## src/rtl/conv_window_gen_if.sv

```systemverilog
// Pixel-in / 3x3-window-out bundle between the raster source, conv_window_gen and the conv kernel.
// oDbgState mirrors the window generator's FSM state (0 RUN, 1 GAP, 2 DONE, 3 FLUSH).
interface conv_window_gen_if #(
    parameter int WI = 8
);
    logic                 iPixValid;
    logic [WI-1:0]        iPixData;
    logic                 oPixReady;
    logic                 oWindowValid;
    logic [3*WI-1:0]      oWindowInRow1;
    logic [3*WI-1:0]      oWindowInRow2;
    logic [3*WI-1:0]      oWindowInRow3;
    logic                 oMapDone;
    logic [1:0]           oDbgState;

    // Handshake: a pixel transfers on a rising edge where iPixValid && oPixReady; the
    // source holds iPixData while oPixReady is low. oWindowValid has no back-pressure.
    modport slave (
        input  iPixValid, iPixData,
        output oPixReady, oWindowValid, oWindowInRow1, oWindowInRow2, oWindowInRow3,
               oMapDone, oDbgState
    );

    modport master (
        output iPixValid, iPixData,
        input  oPixReady, oWindowValid, oWindowInRow1, oWindowInRow2, oWindowInRow3,
               oMapDone, oDbgState
    );
endinterface

```

## src/rtl/conv_window_gen.sv

```systemverilog
// Raster-to-3x3-window converter feeding the conv kernel; one window per accepted pixel once r,c >= 2.
// Optional CONV_WIN_REPLAY_EN: stores the frame and replays it internally for NPASS total passes.
module conv_window_gen #(
    parameter int WI    = 8,
    parameter int IMG_W = 28,
    parameter int IMG_H = 28,
    parameter int NPASS = 4
) (
    input  logic               iClk,
    input  logic               iRst,
    conv_window_gen_if.slave   pix_if
);
    localparam int CW = (IMG_W > 1) ? $clog2(IMG_W) : 1;
    localparam int RW = (IMG_H > 1) ? $clog2(IMG_H) : 1;

    typedef enum logic [1:0] {
        S_RUN   = 2'd0,
        S_GAP   = 2'd1,
        S_DONE  = 2'd2,
        S_FLUSH = 2'd3
    } state_t;

    state_t          r_state;
    state_t          w_state_nxt;
    logic [CW-1:0]   r_col;
    logic [RW-1:0]   r_row;
    logic [WI-1:0]   r_lb1 [IMG_W];
    logic [WI-1:0]   r_lb2 [IMG_W];
    logic [3*WI-1:0] r_win_row1;
    logic [3*WI-1:0] r_win_row2;
    logic [3*WI-1:0] r_win_row3;
    logic            r_win_valid;

    logic            w_ready;
    logic            w_src_valid;
    logic [WI-1:0]   w_src_data;
    logic            w_accept;
    logic            w_col_last;
    logic            w_row_last;
    logic            w_last_pix;

`ifdef CONV_WIN_REPLAY_EN
    localparam int PW = (NPASS > 1) ? $clog2(NPASS) : 1;
    localparam int AW = (IMG_W * IMG_H > 1) ? $clog2(IMG_W * IMG_H) : 1;

    logic [PW-1:0] r_pass;
    logic [WI-1:0] r_fmem [IMG_W*IMG_H];
    logic [AW-1:0] w_addr;
    logic          w_last_pass;

    assign w_addr      = AW'(r_row) * AW'(IMG_W) + AW'(r_col);
    assign w_last_pass = (r_pass == PW'(NPASS - 1));
    // Pass 0 takes the upstream stream; later passes read back one stored pixel every cycle.
    assign w_ready     = (r_state == S_RUN) && (r_pass == '0);
    assign w_src_valid = (r_pass == '0) ? pix_if.iPixValid : 1'b1;
    assign w_src_data  = (r_pass == '0) ? pix_if.iPixData : r_fmem[w_addr];

    always_ff @(posedge iClk) begin
        if (iRst) begin
            r_pass <= '0;
        end else if (r_state == S_FLUSH) begin
            r_pass <= w_last_pass ? '0 : r_pass + 1'b1;
        end
    end

    always_ff @(posedge iClk) begin
        if (w_accept && (r_pass == '0)) begin
            r_fmem[w_addr] <= pix_if.iPixData;
        end
    end
`else
    // NPASS only matters when the replay memory is built in.
    if (NPASS < 1) begin : g_npass_unused
    end

    assign w_ready     = (r_state == S_RUN);
    assign w_src_valid = pix_if.iPixValid;
    assign w_src_data  = pix_if.iPixData;
`endif

    assign w_accept   = (r_state == S_RUN) && w_src_valid;
    assign w_col_last = (r_col == CW'(IMG_W - 1));
    assign w_row_last = (r_row == RW'(IMG_H - 1));
    assign w_last_pix = w_accept && w_col_last && w_row_last;

    always_comb begin
        w_state_nxt = r_state;
        case (r_state)
            S_RUN:   if (w_last_pix) w_state_nxt = S_GAP;
            S_GAP:   w_state_nxt = S_DONE;
            S_DONE:  w_state_nxt = S_FLUSH;
            S_FLUSH: w_state_nxt = S_RUN;
            default: w_state_nxt = S_RUN;
        endcase
    end

    always_ff @(posedge iClk) begin
        if (iRst) begin
            r_state     <= S_RUN;
            r_col       <= '0;
            r_row       <= '0;
            r_win_valid <= 1'b0;
            r_win_row1  <= '0;
            r_win_row2  <= '0;
            r_win_row3  <= '0;
        end else begin
            r_state     <= w_state_nxt;
            r_win_valid <= w_accept && (r_row >= RW'(2)) && (r_col >= CW'(2));
            if (w_accept) begin
                // New column enters on the right: {row r-2, row r-1, row r}.
                r_win_row1 <= {r_win_row1[2*WI-1:0], r_lb2[r_col]};
                r_win_row2 <= {r_win_row2[2*WI-1:0], r_lb1[r_col]};
                r_win_row3 <= {r_win_row3[2*WI-1:0], w_src_data};
                if (w_col_last) begin
                    r_col <= '0;
                    r_row <= w_row_last ? '0 : r_row + 1'b1;
                end else begin
                    r_col <= r_col + 1'b1;
                end
            end
        end
    end

    always_ff @(posedge iClk) begin
        if (w_accept) begin
            r_lb2[r_col] <= r_lb1[r_col];
            r_lb1[r_col] <= w_src_data;
        end
    end

    assign pix_if.oPixReady     = w_ready;
    assign pix_if.oWindowValid  = r_win_valid;
    assign pix_if.oWindowInRow1 = r_win_row1;
    assign pix_if.oWindowInRow2 = r_win_row2;
    assign pix_if.oWindowInRow3 = r_win_row3;
    assign pix_if.oMapDone      = (r_state == S_FLUSH);
    assign pix_if.oDbgState     = r_state;
endmodule

```

## src/flat_wrapper.sv

```systemverilog
// flat-port wrapper written by rule: the top's interface ports become plain ports
module conv_window_gen_flat 
#(
    parameter int WI    = 8,
    parameter int IMG_W = 28,
    parameter int IMG_H = 28,
    parameter int NPASS = 4
)
  (iClk, iRst, pix_if_iPixValid, pix_if_iPixData, pix_if_oPixReady, pix_if_oWindowValid, pix_if_oWindowInRow1, pix_if_oWindowInRow2, pix_if_oWindowInRow3, pix_if_oMapDone, pix_if_oDbgState);
  conv_window_gen_if #(.WI(WI)) pix_if_i ();
  input  logic iClk;
  input  logic iRst;
  input wire logic [$bits(pix_if_i.iPixValid)-1:0] pix_if_iPixValid;
  input wire logic [$bits(pix_if_i.iPixData)-1:0] pix_if_iPixData;
  output wire logic [$bits(pix_if_i.oPixReady)-1:0] pix_if_oPixReady;
  output wire logic [$bits(pix_if_i.oWindowValid)-1:0] pix_if_oWindowValid;
  output wire logic [$bits(pix_if_i.oWindowInRow1)-1:0] pix_if_oWindowInRow1;
  output wire logic [$bits(pix_if_i.oWindowInRow2)-1:0] pix_if_oWindowInRow2;
  output wire logic [$bits(pix_if_i.oWindowInRow3)-1:0] pix_if_oWindowInRow3;
  output wire logic [$bits(pix_if_i.oMapDone)-1:0] pix_if_oMapDone;
  output wire logic [$bits(pix_if_i.oDbgState)-1:0] pix_if_oDbgState;
  assign pix_if_i.iPixValid = pix_if_iPixValid;
  assign pix_if_i.iPixData = pix_if_iPixData;
  assign pix_if_oPixReady = pix_if_i.oPixReady;
  assign pix_if_oWindowValid = pix_if_i.oWindowValid;
  assign pix_if_oWindowInRow1 = pix_if_i.oWindowInRow1;
  assign pix_if_oWindowInRow2 = pix_if_i.oWindowInRow2;
  assign pix_if_oWindowInRow3 = pix_if_i.oWindowInRow3;
  assign pix_if_oMapDone = pix_if_i.oMapDone;
  assign pix_if_oDbgState = pix_if_i.oDbgState;
  conv_window_gen #(.WI(WI), .IMG_W(IMG_W), .IMG_H(IMG_H), .NPASS(NPASS)) u_core (.iClk(iClk), .iRst(iRst), .pix_if(pix_if_i));
endmodule
```

## config.mk

```make
export PLATFORM = sky130hd
export DESIGN_NAME = conv_window_gen_flat
export DESIGN_NICKNAME = d
export VERILOG_FILES = /design/src/rtl/conv_window_gen_if.sv /design/src/rtl/conv_window_gen.sv /design/src/flat_wrapper.sv
export SDC_FILE = /design/constraint.sdc
export NUM_CORES = 1
export LEC_CHECK = 0
export CAP_MARGIN = 20
export CORE_UTILIZATION = 50
export CTS_CLUSTER_SIZE = 16
export DETAILED_ROUTE_END_ITERATION = 16
export HOLD_SLACK_MARGIN = 0.05
export MAX_ROUTING_LAYER = met4
export PLACE_DENSITY_LB_ADDON = 0.2
export SETUP_SLACK_MARGIN = 0.02
export SLEW_MARGIN = 0
export SYNTH_ARGS = -nofsm -noshare
export SYNTH_HDL_FRONTEND = slang
export SYNTH_SLANG_ARGS = --single-unit
export TNS_END_PERCENT = 100
```

## constraint.sdc

```tcl
create_clock -name iClk -period 3.55 [get_ports iClk]
set_clock_uncertainty 0.1 [all_clocks]
set_input_delay 0.71 -clock iClk [delete_from_list [all_inputs] [get_ports iClk]]
set_output_delay 0.71 -clock iClk [all_outputs]
set_load 0.03 [all_outputs]
```

==> summary.md, run 1 <==
| Metric | Value |
|---|---|
| Post-detailed-route count of antenna-violating nets | `0` |
| Cts hold-fix bufs | `0` |
| P per Cell Area | `647 nW/um2` |
| Post-CTS Setup Repair Bufs | `0` |
| Post-cts resize count | `0` |
| Min-delay src | `u_core.pix_if.oWindowInRow1[19]` |
| DIE AREA | `42300 um2` |
| Grt total ovfl | `0` |
| Maximum vdd drop | `0.000445 V` |
| Worst skew pair latency | `0.60 ns` |
| Endpoint type of the worst setup path | `output port` |
| Die height | `206 um` |
| Final period util | `0.819` |
| Number of synthesized flops with an enable pin | `448` |
| Max-slew violation count | `0` |
| Startpoint Class | `register` |
| Final WL | `47100 um` |
| HP Class | `reg -> reg` |
| Starting Density | `0.507` |
| Relative slew slack | `0.290` |
| Rows | `74` |
| First-pass GRT wire length | `70700 um` |
| Setup TNS | `0 ns` |
| Achievable frequency | `344 MHz` |
| Ranking of synthesized cells by area | `edfxtp_1 (65%), dfxtp_1 (8.7%), mux4_2 (7.2%)` |
| Reg2reg end | `u_core.r_lb2[24][7]` |
| Reg clk slew, reported paths | `0.06 ns` |
| Crit Path Category | `reg -> out` |
| Post-Syn Nets | `1267` |
| CP Max Fanout | `5` |
| DP Worst Slack | `0.477 ns` |
| Seq/Total Area, Yosys | `0.736` |
| Worst Hold Endpoint | `u_core.pix_if.oWindowInRow1[19]` |
| Yosys top cell area share | `0.649` |
| Largest net degree at the start of global routing | `83` |
| Core ar. | `40800 um2` |
| # nets final | `1404` |
| H-tree Lvls | `2` |
| Final worst slack | `0.644 ns` |
| Setup violations, final | `0` |
| Initial DRC count | `1276` |
| Clock buffer count from CTS | `53` |
| Max-Cap Viols | `0` |
| Placer Congestion | `0.838` |
| Area growth from synthesis to layout | `16.0%` |
| Post-synth cell types | `42` |
| Root cell of the clock tree | `clkbuf_16` |
| Biggest area consumer among synthesized cells | `edfxtp_1` |
| Total leakage power | `7.64 nW` |
| Status | `finished, final reports clean` |
| Drt pass-1 iters | `5` |
| Antenna violations before repair | `0` |
| RSZ-0062 raised after global routing | `no` |
| WP data required | `2.74 ns` |
| DR DRC count | `0` |
| Total track usage | `0.238` |
| CTS tree | `yes` |
| HPWL after DPL | `29500 um` |
| Share of layout cells above drive strength 1 | `0.154` |
| Via density | `5.80` |
| Vias | `11348` |
| Worst-margin pin slew | `1.06 ns` |
| Min Tclk post-route | `2.91 ns` |
| CTS Sinks | `538` |
| Vias in the first global route | `11012` |
| R2r setup slk | `0.73 ns` |
| Most used DFF post-synth | `edfxtp_1` |
| Num ports | `88` |
| Ys Warns | `0` |
| Cell area after synthesis | `20700 um2` |
| Mapped Avg Cell Area | `16.6 um2` |
| Port Buffer Count | `87` |
| Longest Clk Path Bufs | `3` |
| # diodes | `0` |
| Final core utilization | `0.588` |
| Final Hold Viols | `0` |
| Mapped Cells | `1245` |
| Synth Register Bits | `538` |
| Cells on worst reg2reg path | `6` |
| DR WL/cell | `24.1 um` |
| Crit path DAT | `2.10 ns` |
| Horiz. Die Dim | `206 um` |
| Hold Path Stages | `2` |
| Post-synth ARST share | `0` |
==> where the power goes <==
part	switching, W	internal, W	total (W)
sequential	0.000227	0.00741	0.00763
clock	0.00228	0.00306	0.00535
combinational	0.00163	0.000944	0.00258
==> routing by layer <==
metal  vias to the layer above  track usage  share of wire
li1                       5063            -              -
met1                      5751        0.342           0.44
met2                       455        0.356           0.46
met3                        79       0.0337          0.073
met4                         0       0.0725          0.022
met5                         -            -              0
==> worst max path at each step <==
| stage | start | end | cells after the start |
|---|---|---|---|
| final | u_core.pix_if.oDbgState[0] | pix_if_oPixReady | 3 |
| after global routing | u_core.pix_if.oDbgState[0] | pix_if_oPixReady | 3 |
| after CTS | u_core.pix_if.oDbgState[0] | pix_if_oPixReady | 3 |
| after detailed placement | pix_if_iPixValid | u_core.r_lb1[10][7] | 5 |
| after global placement | pix_if_iPixValid | u_core.r_lb1[10][5] | 5 |
| after floorplan | u_core.pix_if.oDbgState[0] | u_core.r_lb1[16][0] | 7 |
==> registers in the layout, summed over array words and instances, names as in the netlist, named ones only <==
| register | count |
|---|---|
| u_core.pix_if.oDbgState | 2 |
| u_core.pix_if.oWindowInRow1 | 24 |
| u_core.pix_if.oWindowInRow2 | 24 |
| u_core.pix_if.oWindowInRow3 | 24 |
| u_core.pix_if.oWindowValid | 1 |
| u_core.r_col | 5 |
| u_core.r_lb1 | 224 |
| u_core.r_lb2 | 224 |
| u_core.r_row | 5 |
==> final cells by class <==
type / count / area, um2
clock inverter: 24 / 193
sequential: 538 / 15300
multi-input combinational: 630 / 5040
clock buffer: 73 / 1450
inverter: 6 / 22.5
tap: 532 / 666
fill: 3115 / 16800
timing repair buffer: 153 / 1400
==> cell usage after synthesis (19+ instances only) <==
cell type	instances
mux2i_1	89
nor2_1	51
a21oi_1	70
dfxtp_1	90
buf_2	22
clkbuf_1	19
nand3_1	19
nand2_1	174
edfxtp_1	448
a22oi_1	32
nand4_1	22
mux4_2	66
==> stage by stage <==
step	power [W]	std cells	hold slack, ns	cell area [um2]
floorplan	0.00932	1245	0.395	20700
global placement	0.0103	1859	0.343	22400
detailed placement	0.0103	1859	0.347	22400
CTS	0.0157	1956	0.355	24000
global route	0.0161	1956	0.377	24000
finish	0.0156	1956	0.353	24000
==> worst max-delay path, cell delays in order, from the launching register on <==
cell	delay [ns]
dfxtp_1	0.33
inv_1	0.10
ha_1	0.32
clkdlybuf4s50_1	0.74
==> kinds of logic (layout without fill, tap and decap cells) <==
| logic type | after synthesis | in the layout | synth area share |
|---|---|---|---|
| compound gates | 124 | 124 | 0.0359 |
| xor+xnor | 7 | 7 | 0.00296 |
| fa+ha+maj | 11 | 11 | 0.00664 |
| flops | 538 | 538 | 0.736 |
| simple gates | 323 | 323 | 0.0690 |
| buf+inv | 77 | 256 | 0.0217 |
| mux | 165 | 165 | 0.127 |
==> cells in the final DEF (no fill, tap or decap), types with 4 or more instances in the layout <==
cell type / count
mux2i_1: 89
ha_1: 11
clkbuf_8: 5
nand2_1: 173
nor3_1: 15
edfxtp_1: 448
clkbuf_1: 15
nor2b_1: 11
nor2_2: 7
inv_1: 5
o21ai_0: 4
a22oi_1: 32
mux4_1: 10
a21oi_1: 70
o211ai_1: 5
xor2_1: 4
and2_1: 14
o21a_1: 6
a211oi_1: 4
clkinv_2: 6
clkbuf_16: 53
dfxtp_1: 86
nor2_1: 44
clkdlybuf4s50_1: 86
mux4_2: 66
clkinv_1: 11
buf_4: 63
nand4_1: 22
nand3_1: 19
No activity file was read; power rests on OpenSTA's default activity.
==> inputs of run 2 (changes only) <==
==> constraint.sdc (replaced) <==
create_clock -name iClk -period 2.8 [get_ports iClk]
set_clock_uncertainty 0.1 [all_clocks]
set_input_delay 0.56 -clock iClk [delete_from_list [all_inputs] [get_ports iClk]]
set_output_delay 0.56 -clock iClk [all_outputs]
set_load 0.03 [all_outputs]
==> summary.md, run 2 (synthesis results as in run 1) <==
| Metric | Value |
|---|---|
| Endpoint type of the worst setup path | `register (was output port)` |
| Commonest non-fill, non-tap cell in the layout | `edfxtp_1 (unchanged)` |
| Overall Power | `0.0200 W (was 0.0156 W)` |
| Total track usage | `0.236 (was 0.238)` |
| Achievable frequency | `374 MHz` |
| Highest-count cells in the layout ignoring fill and taps | `edfxtp_1 (448), nand2_1 (173), mux2i_1 (89), dfxtp_1 (86), clkdlybuf4s50_1 (85) (was edfxtp_1 (448), nand2_1 (173), mux2i_1 (89), dfxtp_1 (86), clkdlybuf4s50_1 (86))` |
| FILL cells | `3036 (was 3115)` |
| Max-Cap Viols | `0 (unchanged)` |
| Horiz. Die Dim | `206 um (unchanged)` |
| CTS tree | `yes (unchanged)` |
| Post-DP Area | `22700 um2 (was 22400 um2)` |
| Max incr delay on CP | `0.85 ns (was 0.74 ns)` |
| Starting Density | `0.507 (unchanged)` |
| Worst-margin pin slew | `1.08 ns (was 1.06 ns)` |
| HPWL after DPL | `29400 um (was 29500 um)` |
| CP Max Fanout | `29 (was 5)` |
| DR WL/cell | `23.6 um (was 24.1 um)` |
| Root cell of the clock tree | `clkbuf_16 (unchanged)` |
| Clock buffer count from CTS | `54 (was 53)` |
| Vias | `11380 (was 11348)` |
| Share of layout cells above drive strength 1 | `0.168 (was 0.154)` |
| Post-detailed-route count of antenna-violating nets | `0 (unchanged)` |
| Port Buffer Count | `87 (unchanged)` |
| Crit Path Category | `reg -> reg (was reg -> out)` |
| Slowest CP cell | `nor2b_1 (was clkdlybuf4s50_1)` |
| Vias in the first global route | `11067 (was 11012)` |
| Longest Clk Path Bufs | `3 (unchanged)` |
| Placer Congestion | `0.851 (was 0.838)` |
| Final period util | `0.956` |
| Num ports | `88 (unchanged)` |
| Reg clk slew, reported paths | `0.06 ns (about the same)` |
| Crit path DAT | `3.08 ns (was 2.10 ns)` |
| Crit-path cells | `nor2b_1 > buf_4 > a22oi_1 > nand3_1 > nand4_1 > buf_4 > o21a_1 (was inv_1 > ha_1 > clkdlybuf4s50_1)` |
| HP Class | `reg -> reg (unchanged)` |
| # nets final | `1421 (was 1404)` |
| DR DRC count | `0 (unchanged)` |
| RSZ-0062 raised after global routing | `no (unchanged)` |
| Min Tclk post-route | `2.68 ns` |
| Setup violations, final | `0 (unchanged)` |
| Maximum vdd drop | `0.000582 V (was 0.000445 V)` |
| CTS Sinks | `538 (unchanged)` |
| Post-route cell area | `24400 um2 (was 24000 um2)` |
| Area growth from synthesis to layout | `17.8% (was 16.0%)` |
| Final Hold Viols | `0 (unchanged)` |
| Rows | `74 (unchanged)` |
| Relative slew slack | `0.276 (was 0.290)` |
| Initial DRC count | `962 (was 1276)` |
| Final WL | `46700 um (was 47100 um)` |
| Worst skew pair latency | `0.61 ns (was 0.60 ns)` |
| Antenna violations before repair | `0 (unchanged)` |
| Core ar. | `40800 um2 (unchanged)` |
| Max-slew violation count | `0 (unchanged)` |
| Top flop regs | `u_core.r_lb1: 224 flops, u_core.r_lb2: 224 flops (unchanged)` |
| First-pass GRT wire length | `70100 um (was 70700 um)` |
| Final worst slack | `0.124 ns (was 0.644 ns)` |
| WP data required | `3.20 ns (was 2.74 ns)` |
| Grt total ovfl | `0 (unchanged)` |
| # diodes | `0 (unchanged)` |
| Startpoint Class | `register (unchanged)` |
| H-tree Lvls | `2 (unchanged)` |
| Post-CTS Setup Repair Bufs | `0 (unchanged)` |
| Die height | `206 um (unchanged)` |
| Status | `finished, final reports clean (unchanged)` |
| P per Cell Area | `820 nW/um2 (was 647 nW/um2)` |
| Largest net degree at the start of global routing | `67 (was 83)` |
| Drt pass-1 iters | `5 (unchanged)` |
| DP Worst Slack | `0.180 ns (was 0.477 ns)` |
| Total leakage power | `7.80 nW (was 7.64 nW)` |
| Via density | `5.76 (was 5.80)` |
| Crit path top cell by count | `buf_4` |
| DIE AREA | `42300 um2 (unchanged)` |
| WHS | `0.354 ns (was 0.353 ns)` |
| Post-cts resize count | `1 (was 0)` |
| Min-delay src | `u_core.pix_if.oWindowInRow3[21] (was u_core.pix_if.oWindowInRow1[19])` |
| Cts hold-fix bufs | `0 (unchanged)` |
[run 2: cell types whose count changed in the layout (fill, tap and decap cells not counted), sizes merged]
cell,before,now
clkinvlp,1,6
buf,67,83
dlygate4sd2,0,1
clkdlybuf4s50,86,85
bufinv,3,5
clkinv,17,25
clkbuf,73,62
[run 2: path summary, 6_finish.rpt]
kind | end | slack (ns) | cells past startpoint
worst min-delay path | u_core.pix_if.oWindowInRow3[21] | 0.35 | 2
worst min register to register | u_core.pix_if.oWindowInRow3[21] | 0.35 | 2
worst max register to register | u_core.pix_if.oWindowInRow2[0] | 0.12 | 7
worst max-delay path | u_core.pix_if.oWindowInRow2[0] | 0.12 | 7
[run 2: metrics by stage]
step	instances	TNS, ns	util
after floorplan	1245	-40.97	-
after global placement	1875	0	0.555
after detailed placement	1875	0	0.555
after CTS	1976	0	0.598
after global routing	1976	0	0.598
final	1976	0	0.598
[run 2: critical path: cells and delay by family (launching register included)]
| family | cells | cell delay, ns |
|---|---|---|
| buffers and inverters | 2 | 0.62 |
| AOI/OAI and AO/OA | 2 | 0.32 |
| DFF | 1 | 0.35 |
| and+or+nand+nor | 3 | 1.15 |
[run 2: where the power goes]
part	switching [W]	internal [W]
clock	0.00301	0.00406
sequential	0.000219	0.00939
combinational	0.00210	0.00123
[run 2: layout make-up]
type	instances	area, um2	share of cell area
inverters	6	22.5	0.000923
clock inverters	39	343	0.0140
clock buffers	62	1400	0.0575
multi-input cells	630	5040	0.206
flip-flops and latches	538	15300	0.625
repair buffers	169	1680	0.0688
well taps	532	666	0.0273
[run 2: metal layers]
metal / track usage / wire length [um] / vias to the layer above
met4: 0.0667 / 1120 / 0
li1: - / - / 5089
met3: 0.0437 / 3220 / 75
met2: 0.357 / 21800 / 423
met5: - / 0 / -
met1: 0.330 / 20500 / 5793
==> patch: new RTL, flow settings as in run 1 <==
`IMG_H` is set to 28 in 2 places; all go to 56.
--- a/src/rtl/conv_window_gen.sv
+++ b/src/rtl/conv_window_gen.sv
@@ -3,7 +3,7 @@
 module conv_window_gen #(
     parameter int WI    = 8,
     parameter int IMG_W = 28,
-    parameter int IMG_H = 28,
+    parameter int IMG_H = 56,
     parameter int NPASS = 4
 ) (
     input  logic               iClk,
--- a/src/flat_wrapper.sv
+++ b/src/flat_wrapper.sv
@@ -3,7 +3,7 @@
 #(
     parameter int WI    = 8,
     parameter int IMG_W = 28,
-    parameter int IMG_H = 28,
+    parameter int IMG_H = 56,
     parameter int NPASS = 4
 )
   (iClk, iRst, pix_if_iPixValid, pix_if_iPixData, pix_if_oPixReady, pix_if_oWindowValid, pix_if_oWindowInRow1, pix_if_oWindowInRow2, pix_if_oWindowInRow3, pix_if_oMapDone, pix_if_oDbgState);
Behaviour: no difference found for any inputs over 4 cycles, from zero or initial values and one cycle with iRst high; that may be too few to reach the edited logic, so the function may still have changed.
==> patch against run 1 <==
Total power rose by 0.76%. Routed wire length increased by 0.90%. Worst setup slack got worse by 0.0077 ns. Synthesized area is 0.45% higher. Cell area rose by 0.80%. Global-route usage shrank 0.20 points. Maximum frequency shrank 0.26%. Core utilization is 0.33 points higher. Sequential cell count increased by 1. Largest cell class unchanged. Largest power group unchanged.
==> patch: results <==
{
  "outcome": "complete, no violations",
  "dp_hpwl_um": 29200,
  "total_leakage_power_nw": 7.70,
  "initialDrtViolationCount": 1222,
  "grt_max_degree": 78,
  "detailroute.via_count": 11500,
  "vdd_drop_max_mv": 0.329,
  "whs_ns": 0.349,
  "place_inst": 1911,
  "timing.critical_path.fanout_max": 5,
  "post_synth_num_cell_types": 50,
  "timing_worst_slew_pin_value_ns": 1.07,
  "first_global_vias": 11300,
  "synth_nets": 1316,
  "synth_seq_area_share_pct": 73.4,
  "finalNetCount": 1455,
  "worst-r2r-setup-slack_ns": 0.80,
  "synth.cells.most_frequent": "sky130_fd_sc_hd__edfxtp_1 (448), sky130_fd_sc_hd__nand2_1 (162), sky130_fd_sc_hd__mux2i_1 (112)",
  "nFillCells": 3101,
  "grt_antenna_before_repair": 1,
  "grt.total_usage_pct": 23.6,
  "holdCritStartpoint": "u_core.pix_if.oWindowInRow3[18]",
  "yosys-top-cells-area": "sky130_fd_sc_hd__edfxtp_1 (65%), sky130_fd_sc_hd__dfxtp_1 (8.8%), sky130_fd_sc_hd__mux4_2 (6.0%)",
  "total_wire_length_um": 47500,
  "detailedRoute.firstPassIterationCount": 7,
  "grt_first_pass_wirelength_um": 70800,
  "finalNonFillerCells": 2011
}
==> patch: cell count changes after synthesis, sizes merged, moves of 9 or more <==
cell    change
mux4       -21
mux2i      +23
mux2       +10
nand2      -12
nand4      -13
clkbuf      +9
a21oi      +23
==> patch: critical path: stages, from the launching register on <==
cell and delay, ns:
sky130_fd_sc_hd__dfxtp_1 0.36, sky130_fd_sc_hd__inv_1 0.09, sky130_fd_sc_hd__ha_1 0.30, sky130_fd_sc_hd__clkdlybuf4s50_1 0.78
==> patch: cell type report <==
type	instances	share of cell area [%]
flip-flops and latches	539	63.1
multi-input cells	677	21.2
clock buffers	78	6.33
repair buffers	156	5.82
well taps	532	2.75
clock inverters	21	0.661
inverters	7	0.108
diodes	1	0.0103
==> patch: report_power, final <==
part           switching [mW]  internal, mW
logic                    1.65         0.950
clock network            2.29          3.13
registers               0.232          7.42
==> patch: cells by family after synthesis <==
logic type,Yosys count,synth area share [%]
mux,177,11.9
fa+ha+maj,10,0.601
flops,539,73.4
simple gates,323,6.99
xor+xnor,7,0.295
buf+inv,79,2.10
compound gates,160,4.74
==> patch: worst max-delay path by stage <==
stage	start	to	slack, ns
2_1_floorplan	u_core.pix_if.oDbgState[0]	u_core.r_lb1[16][0]	0.16
3_3_place_gp	pix_if_iPixValid	u_core.r_lb1[16][2]	0.50
3_5_place_dp	pix_if_iPixValid	u_core.r_lb1[16][2]	0.48
4_1_cts	u_core.pix_if.oDbgState[0]	pix_if_oPixReady	0.62
5_1_grt	u_core.pix_if.oDbgState[1]	pix_if_oPixReady	0.55
6_report	u_core.pix_if.oDbgState[1]	pix_if_oPixReady	0.64
==> patch: metrics by stage <==
| step | util, % | setup WS, ns |
|---|---|---|
| floorplan | - | 0.160 |
| global placement | 55.0 | 0.503 |
| detailed placement | 55.0 | 0.482 |
| CTS | 59.2 | 0.618 |
| global route | 59.2 | 0.550 |
| finish | 59.2 | 0.637 |
==> patch: metal layers <==
layer  track usage (%)  wire length (um)  vias to the layer above
met5                 -                 0                        -
met4              7.85              1350                        0
met2              35.4             21600                      399
met1              32.7             21200                     5836
li1                  -                 -                     5214
met3              4.62              3330                       82
